**src/rtl/alu_arbiter.sv**
```systemverilog
// alu_arbiter: two-requester round-robin front end for a single shared
// combinational ALU. One operation is in flight at a time and walks through
// IDLE -> EXEC -> RESP. Operands are registered onto the ALU inputs when the
// operation is accepted. The ALU result is captured during EXEC. During RESP
// a one-cycle response pulse is registered toward the requester that owns
// the operation.

module alu_arbiter #(
    parameter int WIDTH = 16,
    parameter int OPW   = 3
) (
    input  logic             clk,
    input  logic             rst_n,

    input  logic             req0_valid,
    input  logic [WIDTH-1:0] req0_x,
    input  logic [WIDTH-1:0] req0_y,
    input  logic [OPW-1:0]   req0_op,
    output logic             req0_ready,
    output logic             rsp0_valid,
    output logic [WIDTH-1:0] rsp0_z,

    input  logic             req1_valid,
    input  logic [WIDTH-1:0] req1_x,
    input  logic [WIDTH-1:0] req1_y,
    input  logic [OPW-1:0]   req1_op,
    output logic             req1_ready,
    output logic             rsp1_valid,
    output logic [WIDTH-1:0] rsp1_z,

    output logic [WIDTH-1:0] alu_x,
    output logic [WIDTH-1:0] alu_y,
    output logic [OPW-1:0]   alu_op,
    input  logic [WIDTH-1:0] alu_z,

    output logic             busy
);

    typedef enum logic [1:0] {
        IDLE = 2'd0,
        EXEC = 2'd1,
        RESP = 2'd2
    } state_t;

    state_t           state_r;
    state_t           state_nxt_s;

    // ptr_r names the favoured requester on contention (0 or 1).
    logic             ptr_r;
    logic             ptr_nxt_s;

    // gnt_r remembers which requester owns the operation in flight.
    logic             gnt_r;

    // Grant decode for the current cycle. Grants are only issued in IDLE.
    logic             sel0_s;
    logic             sel1_s;
    logic             accept_s;

    logic [WIDTH-1:0] alu_x_r;
    logic [WIDTH-1:0] alu_y_r;
    logic [OPW-1:0]   alu_op_r;
    logic [WIDTH-1:0] result_r;

    logic             rsp0_valid_r;
    logic [WIDTH-1:0] rsp0_z_r;
    logic             rsp1_valid_r;
    logic [WIDTH-1:0] rsp1_z_r;

    // Round-robin grant: the pointer breaks ties, a lone requester always wins.
    always_comb begin
        sel0_s = 1'b0;
        sel1_s = 1'b0;
        if (state_r == IDLE) begin
            if (req0_valid && req1_valid) begin
                if (ptr_r) begin
                    sel1_s = 1'b1;
                end else begin
                    sel0_s = 1'b1;
                end
            end else if (req0_valid) begin
                sel0_s = 1'b1;
            end else if (req1_valid) begin
                sel1_s = 1'b1;
            end else begin
                sel0_s = 1'b0;
                sel1_s = 1'b0;
            end
        end else begin
            sel0_s = 1'b0;
            sel1_s = 1'b0;
        end
    end

    // Ready is asserted only toward the chosen requester, so ready implies valid
    // and an asserted ready is itself the accept.
    assign req0_ready = sel0_s;
    assign req1_ready = sel1_s;
    assign accept_s   = sel0_s | sel1_s;

    // Next-state and pointer logic.
    always_comb begin
        state_nxt_s = state_r;
        ptr_nxt_s   = ptr_r;
        case (state_r)
            IDLE: begin
                if (accept_s) begin
                    state_nxt_s = EXEC;
                end else begin
                    state_nxt_s = IDLE;
                end
            end
            EXEC: begin
                state_nxt_s = RESP;
            end
            RESP: begin
                state_nxt_s = IDLE;
                // Favour the requester that was not just served.
                ptr_nxt_s   = ~gnt_r;
            end
            default: begin
                state_nxt_s = IDLE;
                ptr_nxt_s   = 1'b0;
            end
        endcase
    end

    // State and round-robin pointer registers.
    always_ff @(posedge clk or negedge rst_n) begin
        if (!rst_n) begin
            state_r <= IDLE;
            ptr_r   <= 1'b0;
        end else begin
            state_r <= state_nxt_s;
            ptr_r   <= ptr_nxt_s;
        end
    end

    // Operand capture on accept; values then hold until the next accept.
    always_ff @(posedge clk or negedge rst_n) begin
        if (!rst_n) begin
            alu_x_r  <= {WIDTH{1'b0}};
            alu_y_r  <= {WIDTH{1'b0}};
            alu_op_r <= {OPW{1'b0}};
            gnt_r    <= 1'b0;
        end else if (accept_s) begin
            if (sel1_s) begin
                alu_x_r  <= req1_x;
                alu_y_r  <= req1_y;
                alu_op_r <= req1_op;
                gnt_r    <= 1'b1;
            end else begin
                alu_x_r  <= req0_x;
                alu_y_r  <= req0_y;
                alu_op_r <= req0_op;
                gnt_r    <= 1'b0;
            end
        end else begin
            alu_x_r  <= alu_x_r;
            alu_y_r  <= alu_y_r;
            alu_op_r <= alu_op_r;
            gnt_r    <= gnt_r;
        end
    end

    // Capture the combinational ALU result while in EXEC.
    always_ff @(posedge clk or negedge rst_n) begin
        if (!rst_n) begin
            result_r <= {WIDTH{1'b0}};
        end else if (state_r == EXEC) begin
            result_r <= alu_z;
        end else begin
            result_r <= result_r;
        end
    end

    // Requester 0 response: one-cycle pulse that leaves RESP; data holds otherwise.
    always_ff @(posedge clk or negedge rst_n) begin
        if (!rst_n) begin
            rsp0_valid_r <= 1'b0;
            rsp0_z_r     <= {WIDTH{1'b0}};
        end else if ((state_r == RESP) && !gnt_r) begin
            rsp0_valid_r <= 1'b1;
            rsp0_z_r     <= result_r;
        end else begin
            rsp0_valid_r <= 1'b0;
            rsp0_z_r     <= rsp0_z_r;
        end
    end

    // Requester 1 response: one-cycle pulse that leaves RESP; data holds otherwise.
    always_ff @(posedge clk or negedge rst_n) begin
        if (!rst_n) begin
            rsp1_valid_r <= 1'b0;
            rsp1_z_r     <= {WIDTH{1'b0}};
        end else if ((state_r == RESP) && gnt_r) begin
            rsp1_valid_r <= 1'b1;
            rsp1_z_r     <= result_r;
        end else begin
            rsp1_valid_r <= 1'b0;
            rsp1_z_r     <= rsp1_z_r;
        end
    end

    assign alu_x      = alu_x_r;
    assign alu_y      = alu_y_r;
    assign alu_op     = alu_op_r;
    assign rsp0_valid = rsp0_valid_r;
    assign rsp0_z     = rsp0_z_r;
    assign rsp1_valid = rsp1_valid_r;
    assign rsp1_z     = rsp1_z_r;
    assign busy       = (state_r != IDLE);

endmodule

```
**config.mk**
```make
export PLATFORM = sky130hd
export DESIGN_NAME = alu_arbiter
export DESIGN_NICKNAME = d
export VERILOG_FILES = /design/src/rtl/alu_arbiter.sv
export SDC_FILE = /design/constraint.sdc
export NUM_CORES = 1
export LEC_CHECK = 0
export CAP_MARGIN = 25
export CELL_PAD_IN_SITES_DETAIL_PLACEMENT = 1
export CELL_PAD_IN_SITES_GLOBAL_PLACEMENT = 2
export CORE_MARGIN = 5
export CORE_UTILIZATION = 28
export CTS_CLUSTER_SIZE = 8
export DETAILED_ROUTE_END_ITERATION = 6
export GPL_TIMING_DRIVEN = 0
export PLACE_DENSITY_LB_ADDON = 0.2
export SYNTH_ARGS = -nofsm -noshare
export SYNTH_HDL_FRONTEND = slang
export SYNTH_SLANG_ARGS = --single-unit
```
**constraint.sdc**
```tcl
create_clock -name clk -period 1.8 [get_ports clk]
set_input_delay 0.18 -clock clk [delete_from_list [all_inputs] [get_ports clk]]
set_output_delay 0.18 -clock clk [all_outputs]
set_load 0.01 [all_outputs]
```
# Word level (Yosys, flattened, before mapping)
# Index checks and enable logic that the tools add are counted.
dict set report totals {
  regBits 89
  in_bits 90
  output_inout_bits 72
  wordCells 40
}
dict set report op_classes {
  n_eq_ne 2
  muxes 18
  n_bitwise 2
  reduce_logical 7
}
# operator n
set op_table {}
lappend op_table {{$mux W16} 2}
lappend op_table {{$mux W1} 13}
lappend op_table {{$pmux W2 S2} 1}
lappend op_table {{$logic_and A1 B1 Y1} 3}
lappend op_table {{$mux W3} 1}
lappend op_table {{$eq A2 B1 Y1 const B} 1}
lappend op_table {{$eq A2 B2 Y1 const B} 1}
lappend op_table {{$logic_not A2 Y1} 1}
lappend op_table {{$pmux W1 S2} 1}
lappend op_table {{$reduce_bool A2 Y1} 1}
lappend op_table {{$reduce_or A2 Y1} 1}
lappend op_table {{$logic_not A1 Y1} 1}
lappend op_table {{$not A1 Y1} 1}
lappend op_table {{$or A1 B1 Y1} 1}

# Longest topological paths before layout
# Gate-level depths: netlist of the first run.
dict set report depth {
  depth_word 7
  ltp_mapped 6
  mapped_depth_nobuf 4
}

# Worst setup path before layout of the first run
# OpenSTA, ideal clock, no wires.
dict set report synth_timing {
  kind {reg-to-reg}
  from {register state_r[1]}
  to {register rsp0_z_r[14] (netlist: rsp0_z[14])}
  setup_time_ns 0.128
  arrival_time_ns 1.321
  required_ns 1.672
  path_slack_ns 0.352
  stages_incl_launch_ff 5
  n_path_buf 1
  period_less_slack_ns 1.448
  cell_sequence {dfrtp_1 inv_2 nor3_4 buf_6 mux2_1}
}
dict set report synth_between {
  elab_chain_len 2
}
# item line_no
set synth_rtl {}
lappend synth_rtl {{start: declaration} 45} ;# state_t state_r;
lappend synth_rtl {{start signal: assignment} 134} ;# state_r <= state_nxt_s;
lappend synth_rtl {{$eq A2 B2 Y1} 182} ;# end else if ((state_r == RESP) && !gnt_r) begin
lappend synth_rtl {{$logic_and A1 B1 Y1} 182}
lappend synth_rtl {{end signal: assignment} 181} ;# rsp0_z_r <= {WIDTH{1'b0}};
lappend synth_rtl {{end signal: assignment} 184} ;# rsp0_z_r <= result_r;
lappend synth_rtl {{end signal: assignment} 187} ;# rsp0_z_r <= rsp0_z_r;
lappend synth_rtl {{end: declaration} 66} ;# logic [WIDTH-1:0] rsp0_z_r;
# Every way passes these cells.
# A chain may end at the register's enable or synchronous reset.

# Worst setup path in the final report of the first run
dict set report layout_timing {
  from {register state_r[1]}
  to {output port req1_ready}
}
dict set report layout_between {
  elab_chain_len 2
}
# item line_no
set layout_rtl {}
lappend layout_rtl {{$logic_not A2 Y1} 74} ;# if (state_r == IDLE) begin
lappend layout_rtl {{$mux W1} 74}
lappend layout_rtl {{end: declaration} 27} ;# output logic req1_ready,
# Every way passes these cells.

==> flow_summary.yaml, run 1 <==
power:
  peakVddDrop_uv: 616
  power_leakage_nw: 2.59
  pwr_density_cell_nw_per_um2: 1730
floorplanning:
  dieArea_um2: 17100
  initial_core_util: 0.283
  chipWidth_um: 131
  chipHeight_um: 131
  num_rows: 44
  pin_count: 162
  core_um2: 14400
global_route:
  grt_usage: 0.146
  grt_pass1_vias: 3600
  grt_overflow_total: 0
  grt_pass1_wl_mm: 19.3
  grt.busiest_layer: "met2"
  grt_antenna_before_repair: 0
  use_met3: 0.0488
  use_met1: 0.185
  met2_usage: 0.236
  grt_max_degree: 57
cells_and_area:
  antennaDiodeCount: 0
  ff_latch_area_um2: 2230
  nFillCells: 1541
  multi_input_area_um2: 1650
  final_common_cell: "clkdlybuf4s50_1"
  layout.nets: 557
  layout-drive-gt1-share: 0.305
  area_growth_pct: 54.5
  final_cell_mix: "clkdlybuf4s50_1 (157), dfrtp_1 (87), mux2_2 (40)"
timing:
  fin_crit_ns: 1.70
  finClkSkew_ns: 0.00641
  holdWs_ns: 0.346
  finalSetupTns_ns: 0
  fmax_ghz: 0.587
  tightest_slew_ns: 0.499
  period_share: 0.946
  setup_viol: 0
  hold_violations: 0
  slew_headroom: 0.668
  rsz0062_at_grt: "no"
  finalMaxSlewViolations: 0
route:
  drt_pass1_iterations: 4
  viasPerCell: 4.88
  via_count: 3198
  drtIter0Drc: 169
  detail_route.drc_violations: 0
  routed_wl_mm: 12.5
  ant_nets: 0
  routedWlPerCell_um: 19.0
logic_synthesis:
  synth_seq_cells: 89
  synthCells: 287
  synth-seq-area-share: 0.545
  synth_area_per_cell_um2: 14.2
  synth_area_um2: 4090
  ys_warn_count: 0
  synth.distinct_cells: 24
  synth_fp_nets: 377
clock_tree:
  clk_pin_slew_ns: 0.07
  cts-buffers-inserted: 9
  clock_path_buffers: 2
  worstSkewPairLatency_ns: 0.34
  cts.sinks: 89
  cts_root_buf: "clkbuf_16"
  cts.htree.levels: 3
  cts_tree: "built"
status:
  outcome: "finished clean"
flow_run:
  cap_violations: 0
critical_path:
  path_class: "reg2out"
  crit_fanout: 10
  cp-start-kind: "register"
  crit_required_ns: 1.62
  crit_path_end_kind: "output port"
  arrival_ns: 1.52
placement:
  place.gp.congestion: 0.742
  dp_hpwl_mm: 9.02
  port-buffer-count: 161
min_path:
  worstHoldPathType: "in2async"
-- stage by stage --
stage	cells	setup WS [ns]	util	instance area, um^2	power, mW
floorplan	287	0.352	-	4090	6.43
global placement	632	-2.93	0.411	5930	9.00
detailed placement	633	-0.485	0.413	5950	9.14
CTS	655	0.000585	0.437	6300	11.1
global route	656	0.00652	0.437	6310	11.6
finish	656	0.0965	0.437	6310	10.9
-- timing repair --
action,CTS,global route
buffers inserted,6,1
hold endpoints to repair,33,0
pin swaps,2,1
resized for setup,18,1
endpoints found under the setup margin,3,9
hold buffers,1,0
-- synth_stat cells, drive strengths merged --
cell	n	area share
nor3	1	0.0040
buf	21	0.041
mux2	48	0.14
inv	5	0.0046
nand3b	1	0.0028
o21ai	1	0.0040
nand3	1	0.0043
a21o	2	0.0037
and3	1	0.0018
nand2b	1	0.0015
nand2	1	0.00092
nor2b	1	0.0015
nor2	2	0.0031
a221o	35	0.086
and4	35	0.086
dfrtp	89	0.55
nor3b	35	0.064
clkbuf	7	0.0073
-- registers in the layout, summed over array words and instances (netlist names), 2 cells and up --
register  count
alu_x        16
alu_y        16
result_r     16
rsp0_z       16
rsp1_z       16
alu_op        3
state_r       2
-- logic make-up (layout without fill, tap and decap cells) --
| logic type | Yosys count | in the layout | share of synthesized area |
|---|---|---|---|
| multiplexers | 48 | 48 | 0.139 |
| buffers and inverters | 33 | 218 | 0.0527 |
| AND/OR/NAND/NOR | 79 | 79 | 0.170 |
| flip-flops | 89 | 89 | 0.545 |
| AO/OA/AOI/OAI | 38 | 38 | 0.0934 |
-- critical path, cell delays in order (launching register included) --
cell and delay, ns:
dfrtp_2 0.43, nor2_4 0.18, buf_8 0.14, nand3_4 0.08, buf_6 0.15, inv_1 0.07, buf_2 0.15
-- metal layers --
layer | vias up | routed length, um
li1 | 1481 | -
met1 | 1595 | 5390
met2 | 112 | 5950
met3 | 10 | 977
met4 | 0 | 159
met5 | - | 0
-- cell type report --
type,instances,share of cell area
sequential,89,0.353
buffer,27,0.0331
timing repair buffer,170,0.268
clock buffer,9,0.0357
multi-input combinational,165,0.261
tap,184,0.0365
clock inverter,7,0.00872
inverter,5,0.00337
-- power breakdown --
group | internal, mW | switching, mW | leakage [nW]
Combinational | 3.24 | 2.25 | 1.40
Clock | 0.945 | 0.825 | 0.132
Sequential | 3.04 | 0.633 | 1.06
-- path summary, 6_finish.rpt --
path / start / to / slack, ns / cells after the start
worst max-delay path: state_r[1]$_DFF_PN0_ / req1_ready / 0.1 / 6
worst min-delay path: rst_n / rsp1_z[1]$_DFFE_PN0P_ / 0.35 / 2
worst max register to register: state_r[0]$_DFF_PN0_ / rsp1_z[7]$_DFFE_PN0P_ / 0.13 / 4
worst min register to register: rsp0_z[14]$_DFFE_PN0P_ / rsp0_z[14]$_DFFE_PN0P_ / 0.51 / 1
max in group asynchronous: rst_n / state_r[1]$_DFF_PN0_ / 0.80 / 3
min in group clk: alu_z[1] / result_r[1]$_DFFE_PN0P_ / 0.45 / 2
Power figures use the tool's default switching activity.
==> run 2: changes to the inputs <==
- MAX_ROUTING_LAYER: not set -> met4
==> flow_summary.yaml, run 2 (synthesized netlist as in run 1, its figures left out) <==
timing:
  tightest_slew_ns: 0.497
  finalSetupTns_ns: 0
  rsz0062_at_grt: "no"
  finalMaxSlewViolations: 0
  setup_viol: 0
  fmax_ghz: 0.587
  finClkSkew_ns: 0.00646
  fin_crit_ns: 1.70
  period_share: 0.947
  hold_violations: 0
  slew_headroom: 0.668
cells_and_area:
  final_cell_mix: "clkdlybuf4s50_1 (157), dfrtp_1 (87), mux2_2 (40)"
  layout.nets: 557
  fin_util: 0.437
  final_common_cell: "clkdlybuf4s50_1"
  layout-drive-gt1-share: 0.305
  antennaDiodeCount: 0
  area_growth_pct: 54.5
  final_area_um2: 6310
  nFillCells: 1541
placement:
  dp_hpwl_mm: 9.02
  port-buffer-count: 161
  postPlaceCellArea_um2: 5950
  place.gp.congestion: 0.752
global_route:
  grt_max_degree: 57
  grt_antenna_before_repair: 0
  grt_overflow_total: 0
  grt_pass1_wl_mm: 19.4
  grt_usage: 0.151
  grt_pass1_vias: 3611
critical_path:
  cp-start-kind: "register"
  crit_required_ns: 1.62
  crit_fanout: 10
  path_class: "reg2out"
  crit_path_end_kind: "output port"
  arrival_ns: 1.52
floorplanning:
  pin_count: 162
  core_um2: 14400
  initial_core_util: 0.283
  num_rows: 44
  dieArea_um2: 17100
  chipHeight_um: 131
  chipWidth_um: 131
route:
  routedWlPerCell_um: 19.0
  via_count: 3201
  ant_nets: 0
  viasPerCell: 4.88
  routed_wl_mm: 12.5
  drtIter0Drc: 150
  drt_pass1_iterations: 4
  detail_route.drc_violations: 0
clock_tree:
  cts.sinks: 89
  worstSkewPairLatency_ns: 0.34
  cts_root_buf: "clkbuf_16"
  clk_pin_slew_ns: 0.07
  cts-buffers-inserted: 9
  clock_path_buffers: 2
  cts_tree: "built"
  cts.htree.levels: 3
power:
  pwr_density_cell_nw_per_um2: 1730
  total_power_mw: 10.9
  power_leakage_nw: 2.59
  peakVddDrop_uv: 617
status:
  outcome: "finished clean"
min_path:
  worstHoldPathType: "in2async"
flow_run:
  cap_violations: 0
run 2: layout make-up:
cell class	count	area, um^2	share of cell area
clock buffer	9	225	0.0357
timing repair buffer	170	1690	0.268
sequential	89	2230	0.353
clock inverter	7	55.1	0.00872
multi-input combinational	165	1650	0.261
tap	184	230	0.0365
inverter	5	21.3	0.00337
buffer	27	209	0.0331
run 2: what timing repair did:
action                                 in CTS  in global routing
pin swaps                                   2                  1
endpoints found under the hold margin      33                  0
setup endpoints to repair                   3                  9
setup buffers                               6                  1
gates resized for setup                    18                  1
hold buffers                                1                  0
run 2: metrics by stage:
| stage | worst slack [ns] | hold slack [ns] | std cells |
|---|---|---|---|
| floorplan | 0.352 | -0.116 | 287 |
| global placement | -2.93 | 0.489 | 632 |
| detailed placement | -0.485 | 0.185 | 633 |
| CTS | 0.000585 | 0.358 | 655 |
| global route | 0.00652 | 0.392 | 656 |
| finish | 0.0961 | 0.346 | 656 |
run 2: per-layer routing:
| layer | GRT usage | wire (um) |
|---|---|---|
| met1 | 0.194 | 5560 |
| met2 | 0.235 | 5940 |
| met3 | 0.0378 | 813 |
| met4 | 0.0484 | 162 |
| met5 | - | 0 |
run 2: critical path, cell delays in order, from the launching register on:
cell     delay, ns
dfrtp_2       0.43
nor2_4        0.18
buf_8         0.14
nand3_4       0.08
buf_6         0.15
inv_1         0.07
buf_2         0.15
run 2: power breakdown:
group	total [mW]	leakage [nW]	internal, mW	switching (mW)
combinational	5.49	1.40	3.24	2.25
sequential	3.68	1.06	3.04	0.631
clock	1.77	0.132	0.945	0.826
total	10.9	2.59	7.23	3.71
run 2: final timing paths:
kind                                        start                      end  slack (ns)  depth (start not counted)
max                          state_r[1]$_DFF_PN0_               req1_ready         0.1                          6
min                                         rst_n    rsp1_z[1]$_DFFE_PN0P_        0.35                          2
max reg2reg                  state_r[0]$_DFF_PN0_    rsp1_z[7]$_DFFE_PN0P_        0.14                          4
min reg2reg                rsp0_z[14]$_DFFE_PN0P_   rsp0_z[14]$_DFFE_PN0P_        0.51                          1
max in group asynchronous                   rst_n     state_r[1]$_DFF_PN0_        0.80                          3
min in group clk                         alu_z[1]  result_r[1]$_DFFE_PN0P_        0.45                          2
==> run 3: changes to the inputs <==
- CORE_MARGIN: 5 -> not set
==> flow_summary.yaml, run 3 (synthesized netlist as in run 1, its figures left out) <==
global_route:
  grt_antenna_before_repair: 0
  grt_pass1_wl_mm: 19.1
  grt_max_degree: 62
  grt_overflow_total: 0
  grt_pass1_vias: 3465
  grt_usage: 0.174
timing:
  tightest_slew_ns: 0.426
  setup_viol: 0
  finalSetupTns_ns: 0
  period_share: 0.957
  layout_setup_ws_ns: 0.0774
  rsz0062_at_grt: "no"
  hold_violations: 0
  slew_headroom: 0.716
  fin_crit_ns: 1.72
  finClkSkew_ns: 0.00561
  finalMaxSlewViolations: 0
  fmax_ghz: 0.581
route:
  via_count: 3193
  ant_nets: 0
  routed_wl_mm: 12.3
  drt_pass1_iterations: 4
  detail_route.drc_violations: 0
  viasPerCell: 4.89
  drtIter0Drc: 135
  routedWlPerCell_um: 18.9
floorplanning:
  initial_core_util: 0.291
  dieArea_um2: 15100
  num_rows: 43
  chipWidth_um: 123
  core_um2: 14000
  pin_count: 162
  chipHeight_um: 123
clock_tree:
  cts.sinks: 89
  cts.htree.levels: 3
  cts-buffers-inserted: 9
  worstSkewPairLatency_ns: 0.34
  clk_pin_slew_ns: 0.07
  clock_path_buffers: 2
  cts_root_buf: "clkbuf_16"
  cts_tree: "built"
critical_path:
  arrival_ns: 1.54
  cp-start-kind: "input port"
  crit_fanout: 10
  crit_required_ns: 1.62
  crit_path_end_kind: "output port"
  path_class: "in2out"
power:
  peakVddDrop_uv: 503
  p_sw_frac: 0.338
  switchingPower_mw: 3.73
  combPwrFrac: 0.498
  power_leakage_nw: 2.60
  power_frac_clock: 0.167
  p_int_mw: 7.31
  pwr-share-seq: 0.334
  pwr_density_cell_nw_per_um2: 1750
cells_and_area:
  antennaDiodeCount: 0
  area_growth_pct: 54.9
  final_common_cell: "clkdlybuf4s50_1"
  layout.nets: 558
  fin_util: 0.451
  final_cell_mix: "clkdlybuf4s50_1 (157), dfrtp_1 (87), mux2_2 (40)"
  layout-drive-gt1-share: 0.309
placement:
  place.gp.congestion: 0.730
  dp_hpwl_mm: 8.59
  post-place-ws_ns: -0.503
  port-buffer-count: 161
status:
  outcome: "finished clean"
flow_run:
  cap_violations: 0
min_path:
  worstHoldPathType: "in2async"
==> run 3: cell count changes in the layout (fill, tap and decap cells not counted), sizes merged <==
| cell | before | now |
|---|---|---|
| clkinv | 4 | 1 |
| clkbuf | 16 | 18 |
| clkdlybuf4s15 | 0 | 1 |
| inv | 6 | 7 |
==> run 3: layout make-up <==
type / count / area [um^2]
Fill cell: 1491 / 7710
Sequential cell: 89 / 2230
Timing Repair Buffer: 172 / 1710
Multi-Input combinational cell: 165 / 1650
Clock buffer: 11 / 253
Tap cell: 180 / 225
Buffer: 26 / 194
Clock inverter: 5 / 37.5
Inverter: 5 / 23.8
==> run 3: critical path, stage by stage <==
cell and delay, ns:
clkdlybuf4s50_1 0.58, buf_6 0.18, clkbuf_4 0.20, nand2_1 0.06
and3_2 0.20, buf_2 0.14
==> run 3: path summary, 6_finish.rpt <==
path                                        from                      end  slack, ns  cells after the start
setup / recovery                      req1_valid               req0_ready       0.08                      6
hold / removal                             rst_n    rsp0_z[1]$_DFFE_PN0P_       0.31                      2
setup reg to reg            state_r[1]$_DFF_PN0_     alu_y[0]$_DFFE_PN0P_       0.13                      6
hold reg to reg            rsp1_z[8]$_DFFE_PN0P_    rsp1_z[8]$_DFFE_PN0P_       0.51                      1
max in group asynchronous                  rst_n     state_r[0]$_DFF_PN0_       0.85                      3
min in group clk                        alu_z[5]  result_r[5]$_DFFE_PN0P_       0.45                      2
==> run 3: power by group through the flow <==
| stage | logic, mW | clock network, mW | registers [mW] |
|---|---|---|---|
| floorplan | 2.48 | 0 | 3.95 |
| global placement | 5.31 | 0 | 3.68 |
| detailed placement | 5.42 | 0 | 3.71 |
| CTS | 5.56 | 1.91 | 3.70 |
| global route | 5.94 | 1.98 | 3.82 |
| finish | 5.50 | 1.85 | 3.69 |
==> run 3: timing repair <==
item                                    in CTS  in global routing
endpoints found under the setup margin       3                 11
setup buffers                                5                  4
endpoints found under the hold margin       28                  0
hold buffers                                 1                  0
pin swaps                                    3                  1
resized for setup                           16                  3
==> run 3: per-layer routing <==
layer  global-route usage  routed length (um)  vias up
met2                0.278                5910      105
met5                    -                   0        -
met4               0.0625                 174        0
li1                     -                   -     1476
met1                0.213                5500     1599
met3               0.0423                 742       13
==> run 3: through the flow <==
step	cells	instance area [um^2]	power [mW]	hold WS, ns
finish	653	6330	11.0	0.312
global route	653	6330	11.7	0.358
CTS	650	6300	11.2	0.321
detailed placement	629	5950	9.13	0.150
global placement	628	5920	8.99	0.472
floorplan	287	4090	6.43	-0.116
